File: src/rtl/uart_fifo_pkg.sv
// Shared types and helpers for the UART with receive FIFO.
package uart_fifo_pkg;

  typedef enum logic [1:0] {
    TX_IDLE,
    TX_START,
    TX_DATA,
    TX_STOP
  } tx_state_t;

  typedef enum logic [1:0] {
    RX_IDLE,
    RX_START,
    RX_DATA,
    RX_STOP
  } rx_state_t;

  // Bit positions inside the status byte
  localparam int STAT_RDRF = 0;
  localparam int STAT_TDRE = 1;
  localparam int STAT_FE   = 2;
  localparam int STAT_OVR  = 3;

  // eclk cycles per 16x tick, rounded to nearest and never below one
  function automatic int calc_div(input int clkspeed, input int baud);
    int d;
    d = (clkspeed + 8 * baud) / (16 * baud);
    if (d < 1) d = 1;
    return d;
  endfunction

endpackage

File: src/rtl/uart_fifo_if.sv
// CPU-side register bus of the UART: one-cycle strobe, read data and RX-ready flag.
interface uart_fifo_if;
  logic       cs_b;
  logic       rnw;
  logic       a0;
  logic [7:0] din;
  logic [7:0] dout;
  logic       rx_ready;

  modport master (output cs_b, rnw, a0, din, input dout, rx_ready);
  modport slave  (input cs_b, rnw, a0, din, output dout, rx_ready);
endinterface

File: src/rtl/uart_rx_fifo.sv
// Byte-wide synchronous FIFO for received characters; push and pop may share a cycle.
module uart_rx_fifo #(
  parameter int RXDEPTH = 16
) (
  input  logic                       eclk,
  input  logic                       erst,
  input  logic                       push,
  input  logic                       pop,
  input  logic                       flush,
  input  logic [7:0]                 wdata,
  output logic [7:0]                 rdata,
  output logic                       full,
  output logic                       empty,
  output logic [$clog2(RXDEPTH):0]   count
);

  localparam int AW = $clog2(RXDEPTH);
  localparam int CW = AW + 1;

  logic [7:0]    mem [RXDEPTH];
  logic [AW-1:0] wr_ptr;
  logic [AW-1:0] rd_ptr;
  logic          do_push;
  logic          do_pop;

  assign full    = (count == CW'(RXDEPTH));
  assign empty   = (count == '0);
  assign rdata   = mem[rd_ptr];
  assign do_pop  = pop & ~empty & ~flush;
  assign do_push = push & (~full | do_pop) & ~flush;

  // Storage array, written only when a push is accepted
  always_ff @(posedge eclk) begin
    if (do_push) mem[wr_ptr] <= wdata;
  end

  // Pointer and occupancy bookkeeping; flush empties the FIFO outright
  always_ff @(posedge eclk) begin
    if (erst || flush) begin
      wr_ptr <= '0;
      rd_ptr <= '0;
      count  <= '0;
    end else begin
      if (do_push) wr_ptr <= wr_ptr + AW'(1);
      if (do_pop)  rd_ptr <= rd_ptr + AW'(1);
      case ({do_push, do_pop})
        2'b10:   count <= count + CW'(1);
        2'b01:   count <= count - CW'(1);
        default: count <= count;
      endcase
    end
  end

endmodule

File: src/rtl/uart_fifo.sv
// UART with 16x oversampling receiver, RX FIFO and a two-register CPU interface.
module uart_fifo
  import uart_fifo_pkg::*;
#(
  parameter int CLKSPEED = 62500000,
  parameter int BAUD     = 115200,
  parameter int RXDEPTH  = 16
) (
  input  logic       eclk,
  input  logic       erst,
  uart_fifo_if.slave bus,
  input  logic       rxd,
  output logic       txd
);

  localparam int DIV = calc_div(CLKSPEED, BAUD);
  localparam int CW  = $clog2(RXDEPTH) + 1;

  logic [31:0] tick_cnt;
  logic        tick;

  // Bus decode; strobes are ignored while reset is asserted
  logic strobe, status_rd, data_rd, data_wr, ctrl_wr;
  assign strobe    = ~erst & ~bus.cs_b;
  assign status_rd = strobe & bus.rnw & ~bus.a0;
  assign data_rd   = strobe & bus.rnw & bus.a0;
  assign data_wr   = strobe & ~bus.rnw & bus.a0;
  assign ctrl_wr   = strobe & ~bus.rnw & ~bus.a0;

  // Free-running 16x baud tick divider
  always_ff @(posedge eclk) begin
    if (erst || tick) tick_cnt <= '0;
    else              tick_cnt <= tick_cnt + 32'd1;
  end
  assign tick = (tick_cnt == 32'(DIV - 1));

  // ---------------- Transmitter ----------------
  tx_state_t  tx_state, tx_next;
  logic [3:0] tx_tcnt;
  logic [2:0] tx_idx;
  logic [7:0] tx_shreg;
  logic       tx_load, tx_bit_end, tdre;

  assign tx_load    = data_wr & (tx_state == TX_IDLE);
  assign tx_bit_end = tick & (tx_tcnt == 4'd15);

  // TX state register
  always_ff @(posedge eclk) begin
    if (erst) tx_state <= TX_IDLE;
    else      tx_state <= tx_next;
  end

  // TX next state: each non-idle state lasts one 16-tick bit time
  always_comb begin
    tx_next = tx_state;
    case (tx_state)
      TX_IDLE:  if (tx_load) tx_next = TX_START;
      TX_START: if (tx_bit_end) tx_next = TX_DATA;
      TX_DATA:  if (tx_bit_end && tx_idx == 3'd7) tx_next = TX_STOP;
      TX_STOP:  if (tx_bit_end) tx_next = TX_IDLE;
      default:  tx_next = TX_IDLE;
    endcase
  end

  // TX line value and empty flag from the current state
  always_comb begin
    txd  = 1'b1;
    tdre = (tx_state == TX_IDLE);
    case (tx_state)
      TX_START: txd = 1'b0;
      TX_DATA:  txd = tx_shreg[0];
      default:  txd = 1'b1;
    endcase
  end

  // TX bit timing and LSB-first shift register
  always_ff @(posedge eclk) begin
    if (erst) begin
      tx_tcnt  <= '0;
      tx_idx   <= '0;
      tx_shreg <= '0;
    end else if (tx_load) begin
      tx_tcnt  <= '0;
      tx_idx   <= '0;
      tx_shreg <= bus.din;
    end else if (tx_state != TX_IDLE && tick) begin
      tx_tcnt <= tx_tcnt + 4'd1;
      if (tx_bit_end && tx_state == TX_DATA) begin
        tx_shreg <= {1'b0, tx_shreg[7:1]};
        tx_idx   <= tx_idx + 3'd1;
      end
    end
  end

  // ---------------- Receiver ----------------
  rx_state_t  rx_state, rx_next;
  logic [1:0] rx_sync;
  logic       rx_s, rx_prev, rx_fall, rx_sample;
  logic [3:0] rx_tcnt, rx_target;
  logic [2:0] rx_idx;
  logic [7:0] rx_shreg;
  logic       rx_push, fe_set;

  // Two-flop synchronizer plus an edge-detect flop, all idling high
  always_ff @(posedge eclk) begin
    if (erst) begin
      rx_sync <= 2'b11;
      rx_prev <= 1'b1;
    end else begin
      rx_sync <= {rx_sync[0], rxd};
      rx_prev <= rx_s;
    end
  end
  assign rx_s      = rx_sync[1];
  assign rx_fall   = rx_prev & ~rx_s;
  assign rx_target = (rx_state == RX_START) ? 4'd7 : 4'd15;
  assign rx_sample = tick & (rx_tcnt == rx_target);

  // RX state register
  always_ff @(posedge eclk) begin
    if (erst) rx_state <= RX_IDLE;
    else      rx_state <= rx_next;
  end

  // RX next state: half a bit to mid-start, then a full bit per sample
  always_comb begin
    rx_next = rx_state;
    case (rx_state)
      RX_IDLE:  if (rx_fall) rx_next = RX_START;
      RX_START: if (rx_sample) rx_next = rx_s ? RX_IDLE : RX_DATA;
      RX_DATA:  if (rx_sample && rx_idx == 3'd7) rx_next = RX_STOP;
      RX_STOP:  if (rx_sample) rx_next = RX_IDLE;
      default:  rx_next = RX_IDLE;
    endcase
  end

  // RX outcome of the stop-bit sample: deliver the byte or flag a framing error
  always_comb begin
    rx_push = (rx_state == RX_STOP) & rx_sample & rx_s;
    fe_set  = (rx_state == RX_STOP) & rx_sample & ~rx_s;
  end

  // RX tick phase counter and data shift register
  always_ff @(posedge eclk) begin
    if (erst) begin
      rx_tcnt  <= '0;
      rx_idx   <= '0;
      rx_shreg <= '0;
    end else if (rx_state == RX_IDLE) begin
      rx_tcnt <= '0;
      rx_idx  <= '0;
    end else if (tick) begin
      rx_tcnt <= rx_sample ? 4'd0 : rx_tcnt + 4'd1;
      if (rx_sample && rx_state == RX_DATA) begin
        rx_shreg <= {rx_s, rx_shreg[7:1]};
        rx_idx   <= rx_idx + 3'd1;
      end
    end
  end

  // ---------------- FIFO and CPU registers ----------------
  logic [7:0]    fifo_head, dout_q, status;
  logic          fifo_full, fifo_empty, fifo_pop, flush, ovr_set, fe, ovr;
  logic [CW-1:0] fifo_count;

  assign flush    = ctrl_wr & bus.din[0];
  assign fifo_pop = data_rd & ~fifo_empty;
  assign ovr_set  = rx_push & fifo_full & ~fifo_pop & ~flush;

  uart_rx_fifo #(.RXDEPTH(RXDEPTH)) u_rx_fifo (
    .eclk  (eclk),
    .erst  (erst),
    .push  (rx_push),
    .pop   (fifo_pop),
    .flush (flush),
    .wdata (rx_shreg),
    .rdata (fifo_head),
    .full  (fifo_full),
    .empty (fifo_empty),
    .count (fifo_count)
  );

  assign bus.rx_ready = (fifo_count != '0);
  assign bus.dout     = dout_q;

  // Status byte assembled from live flags
  always_comb begin
    status            = '0;
    status[STAT_OVR]  = ovr;
    status[STAT_FE]   = fe;
    status[STAT_TDRE] = tdre;
    status[STAT_RDRF] = bus.rx_ready;
  end

  // Sticky error flags cleared by a status read, read data register
  always_ff @(posedge eclk) begin
    if (erst) begin
      fe     <= 1'b0;
      ovr    <= 1'b0;
      dout_q <= 8'h00;
    end else begin
      fe  <= fe_set  | (fe  & ~status_rd);
      ovr <= ovr_set | (ovr & ~status_rd);
      if (status_rd)    dout_q <= status;
      else if (data_rd) dout_q <= fifo_empty ? 8'h00 : fifo_head;
    end
  end

endmodule

File: src/flat_wrapper.sv
// flat-port wrapper written by rule: the top's interface ports become plain ports
module uart_fifo_flat import uart_fifo_pkg::*;
#(
  parameter int CLKSPEED = 62500000,
  parameter int BAUD     = 115200,
  parameter int RXDEPTH  = 16
)
  (eclk, erst, rxd, txd, bus_cs_b, bus_rnw, bus_a0, bus_din, bus_dout, bus_rx_ready);
  uart_fifo_if bus_i ();
  input  logic eclk;
  input  logic erst;
  input  logic rxd;
  output logic txd;
  input wire logic [$bits(bus_i.cs_b)-1:0] bus_cs_b;
  input wire logic [$bits(bus_i.rnw)-1:0] bus_rnw;
  input wire logic [$bits(bus_i.a0)-1:0] bus_a0;
  input wire logic [$bits(bus_i.din)-1:0] bus_din;
  output wire logic [$bits(bus_i.dout)-1:0] bus_dout;
  output wire logic [$bits(bus_i.rx_ready)-1:0] bus_rx_ready;
  assign bus_i.cs_b = bus_cs_b;
  assign bus_i.rnw = bus_rnw;
  assign bus_i.a0 = bus_a0;
  assign bus_i.din = bus_din;
  assign bus_dout = bus_i.dout;
  assign bus_rx_ready = bus_i.rx_ready;
  uart_fifo #(.CLKSPEED(CLKSPEED), .BAUD(BAUD), .RXDEPTH(RXDEPTH)) u_core (.eclk(eclk), .erst(erst), .bus(bus_i), .rxd(rxd), .txd(txd));
endmodule
File: config.mk
export PLATFORM = sky130hd
export DESIGN_NAME = uart_fifo_flat
export DESIGN_NICKNAME = d
export VERILOG_FILES = /design/src/rtl/uart_fifo_pkg.sv /design/src/rtl/uart_fifo_if.sv /design/src/rtl/uart_rx_fifo.sv /design/src/rtl/uart_fifo.sv /design/src/flat_wrapper.sv
export SDC_FILE = /design/constraint.sdc
export NUM_CORES = 1
export LEC_CHECK = 0
export BUFFER_PORTS_ARGS = -buffer_cell sky130_fd_sc_hd__buf_2
export CAP_MARGIN = 20
export CORE_MARGIN = 10
export CORE_UTILIZATION = 50
export DETAILED_ROUTE_END_ITERATION = 12
export PLACE_DENSITY = 0.77
export SKIP_CTS_REPAIR_TIMING = 1
export SLEW_MARGIN = 20
export SYNTH_ARGS = -nofsm -noshare
export SYNTH_HDL_FRONTEND = slang
export SYNTH_SLANG_ARGS = --single-unit
File: constraint.sdc
create_clock -name eclk -period 3.8 [get_ports eclk]
set_input_delay 0.38 -clock eclk [delete_from_list [all_inputs] [get_ports eclk]]
set_output_delay 0.38 -clock eclk [all_outputs]
set_load 0.1 [all_outputs]
==> flow_summary_export.csv <==
group,metric,value,unit
floorplan,initial_core_util,51.0,%
clocking,htreeDepth,1,
min_path,hold_path_depth,2,
yosys,syn_nets,753,
grt,grt_pass1_vias,6101,
timing,finalWorstSetupSlack,253,ps
grt,grt_usage,16.1,%
floorplan,dieWidth,158,µm
yosys,synth-simple-area-share,13.5,%
clocking,clockBufferDepth,3,
grt,grt_pass1_wl,32400,µm
grt,grt_max_degree,33,
pwr,power.density,475,nW/µm²
worst_setup_path,rrSetupSlack,250,ps
routing,ant_nets,0,
worst_setup_path,cp.arrival,3980,ps
yosys,synth_compound_area_share,4.99,%
worst_setup_path,rr_endpoint,"u_core.u_rx_fifo.count[4]$_SDFFE_PP0P_",
yosys,synth_flop_cell,"edfxtp_1",
timing,slew_headroom,30.4,%
pwr,design_power_total,5.11,mW
yosys,synth-xor-area-share,3.83,%
yosys,synth_top_family_by_area,"simple AND/OR/NAND/NOR gates",
final_layout,drive_gt1_share,17.6,%
timing,fin_skew,17.6,ps
run,max_cap_violations,0,
yosys,synth_top_area_share,40.2,%
yosys,yosysSeqAreaShare,60.2,%
grt,grt.busiest_layer,"met2",
yosys,syn_area,9570,µm²
routing,drt-wirelength-per-cell,20.1,µm
timing,fmax,0.282,GHz
place,gpl.final_weighted_congestion,0.866,
yosys,synth.largest_area_cell,"edfxtp_1",
grt,gr-usage-met2,28.1,%
worst_setup_path,crit_required,4240,ps
worst_setup_path,path_max_fanout,11,
grt,overflow,0,
clocking,clk_pin_slew,60,ps
final_layout,fin_util,57.3,%
min_path,hold_path_class,"in2reg",
worst_setup_path,cp-start-kind,"flop",
yosys,synthDistinctLibCells,60,
timing,worst_pin_slew,1040,ps
clocking,clk_latency,510,ps
yosys,synthAdderAreaFrac,2.75,%
clocking,root_buffer,"clkbuf_16",
yosys,ys_top_cells_by_area,"edfxtp_1 40%, dfxtp_1 20%, mux4_2 9.4%",
place,port_buffers,23,
yosys,syn_avg_cell_area,13.3,µm²
worst_setup_path,cp-startpoint,"u_core.tick_cnt[5]$_SDFF_PP0_",
outcome,status,"completed",
floorplan,io_pins,24,
min_path,whs_endpoint,"u_core.rx_sync[0]$_SDFF_PP1_",
grt,gr-usage-met3,2.56,%
place,pre_cts_ws,248,ps
pwr,irDropWorstVdd,0.000338,V
worst_setup_path,r2r_start,"u_core.tick_cnt[5]$_SDFF_PP0_",
floorplan,die_h,158,µm
routing,first_iter_violations,478,
final_layout,fin_area,10700,µm²
yosys,synth_edf_count,128,
worst_setup_path,end_kind,"flop",
place,post-dp-hpwl,13100,µm
timing,hold_viol,0,
floorplan,die_area,25100,µm²
yosys,synthMuxAreaShare,11.9,%
final_layout,final_nets,774,
timing,final.period_utilization,93.3,%
yosys,yosysMostFrequentCell,"edfxtp_1",
clocking,cts_tree,"yes",
timing,setup_viol,0,
worst_setup_path,ff2ff_path_depth,13,
timing,whs,98.9,ps
final_layout,antenna_cells,0,
pwr,power_leakage,3.92,nW
routing,drt-total-wl,19900,µm
grt,antenna_found_initial,0,
floorplan,num_rows,50,
clocking,cts_buffers,24,
grt,use_met1,20.1,%
place,postPlaceCellArea,9880,µm²
clocking,cts.sinks,224,
routing,drt_pass1_iterations,5,
floorplan,core,18800,µm²
timing,drv_slew,0,
yosys,synth-seq-cells,224,
min_path,holdCritStartpoint,"rxd",
yosys,ys_warn_count,0,
final_layout,syn_to_final_growth,12.3,%
worst_setup_path,critical_path_class,"reg2reg",
routing,remaining_drc_errors,0,
routing,vias,5898,
timing,period_needed,3550,ps
yosys,syn_inst,718,
yosys,ys_async_sr_fraction,0,%
yosys,synth_common_cells,"128 x edfxtp_1, 96 x dfxtp_1, 64 x nor2_1",
routing,viasPerCell,5.95,
-- metrics by stage --
step                std cells  setup TNS, ps
floorplan                 718              0
global placement          946              0
detailed placement        946              0
CTS                       990              0
global route              991          -6.22
finish                    991              0
-- metal layers --
metal | wire length, µm | share of wire (%)
met5 | 0 | 0
met2 | 10500 | 53
met3 | 896 | 4.5
met1 | 8080 | 41
met4 | 383 | 1.9
-- layout by cell type, fill, tap and decap left out, drive strengths merged, types with 5 or more instances in the layout --
| cell | count |
|---|---|
| xnor2 | 32 |
| and3 | 21 |
| or2 | 5 |
| nand4 | 8 |
| edfxtp | 128 |
| nand2 | 32 |
| nor4 | 19 |
| a21oi | 21 |
| nand2b | 5 |
| buf | 34 |
| a221oi | 6 |
| nor2 | 64 |
| dfxtp | 96 |
| mux4 | 40 |
| clkbuf | 35 |
| xor2 | 9 |
| nor3 | 23 |
| o21ai | 11 |
| or4 | 7 |
| a211oi | 8 |
| mux2i | 23 |
| nand3 | 24 |
| inv | 22 |
| ha | 21 |
-- worst max-delay path by stage --
stage	to	slack (ps)	cells past startpoint
2_1_floorplan	u_core.u_rx_fifo.count[4]$_SDFFE_PP0P_	320	16
3_3_place_gp	u_core.u_rx_fifo.count[4]$_SDFFE_PP0P_	320	13
3_5_place_dp	u_core.u_rx_fifo.count[4]$_SDFFE_PP0P_	250	14
4_1_cts	u_core.u_rx_fifo.count[4]$_SDFFE_PP0P_	230	14
5_1_grt	u_core.u_rx_fifo.count[4]$_SDFFE_PP0P_	-6	13
6_report	u_core.u_rx_fifo.count[4]$_SDFFE_PP0P_	250	13
-- worst max-delay path, cell delays in order (launching register included) --
cell and delay (ps):
dfxtp_1 390, nor4b_1 320, nand4_1 180, or4_4 600, nor2_1 200, inv_1 100, ha_1 310, xor2_1 180
ha_1 230, nand2b_1 80, a21boi_0 80, o21a_1 180, or4_1 460, a21oi_1 140
-- sequential cells by signal (all words and copies together), names as in the netlist, named ones only --
register,flops
u_core.rx_tcnt,4
u_core.rx_sync,2
u_core.tx_shreg,8
u_core.ovr,1
u_core.rx_idx,3
u_core.u_rx_fifo.mem,128
u_core.tx_state,2
u_core.tx_idx,3
u_core.rx_shreg,8
u_core.bus.dout,8
u_core.u_rx_fifo.count,5
u_core.u_rx_fifo.rd_ptr,4
u_core.tx_tcnt,4
u_core.tick_cnt,32
u_core.fe,1
u_core.rx_state,1
u_core.u_rx_fifo.wr_ptr,4
u_core.rx_prev,1
-- cell families after synthesis --
family / after synthesis
AND/OR/NAND/NOR: 237
flip-flops: 224
AO/OA/AOI/OAI: 71
multiplexers: 64
buffers and inverters: 60
XOR/XNOR: 41
adder cells (fa/ha/maj): 21
-- where the power goes --
part           switching (mW)  internal [mW]  total, mW
registers              0.0109           2.55       2.56
clock network           0.931           1.51       2.44
logic                  0.0766         0.0367      0.113
-- cell type report --
| cell class | count | area [µm²] |
|---|---|---|
| tap | 234 | 293 |
| timing repair buffer | 34 | 205 |
| clock inverter | 9 | 126 |
| sequential | 224 | 5770 |
| multi-input combinational | 434 | 3560 |
| clock buffer | 35 | 713 |
| inverter | 21 | 78.8 |
| fill | 1407 | 8020 |
No activity file was read; power rests on OpenSTA's default activity.
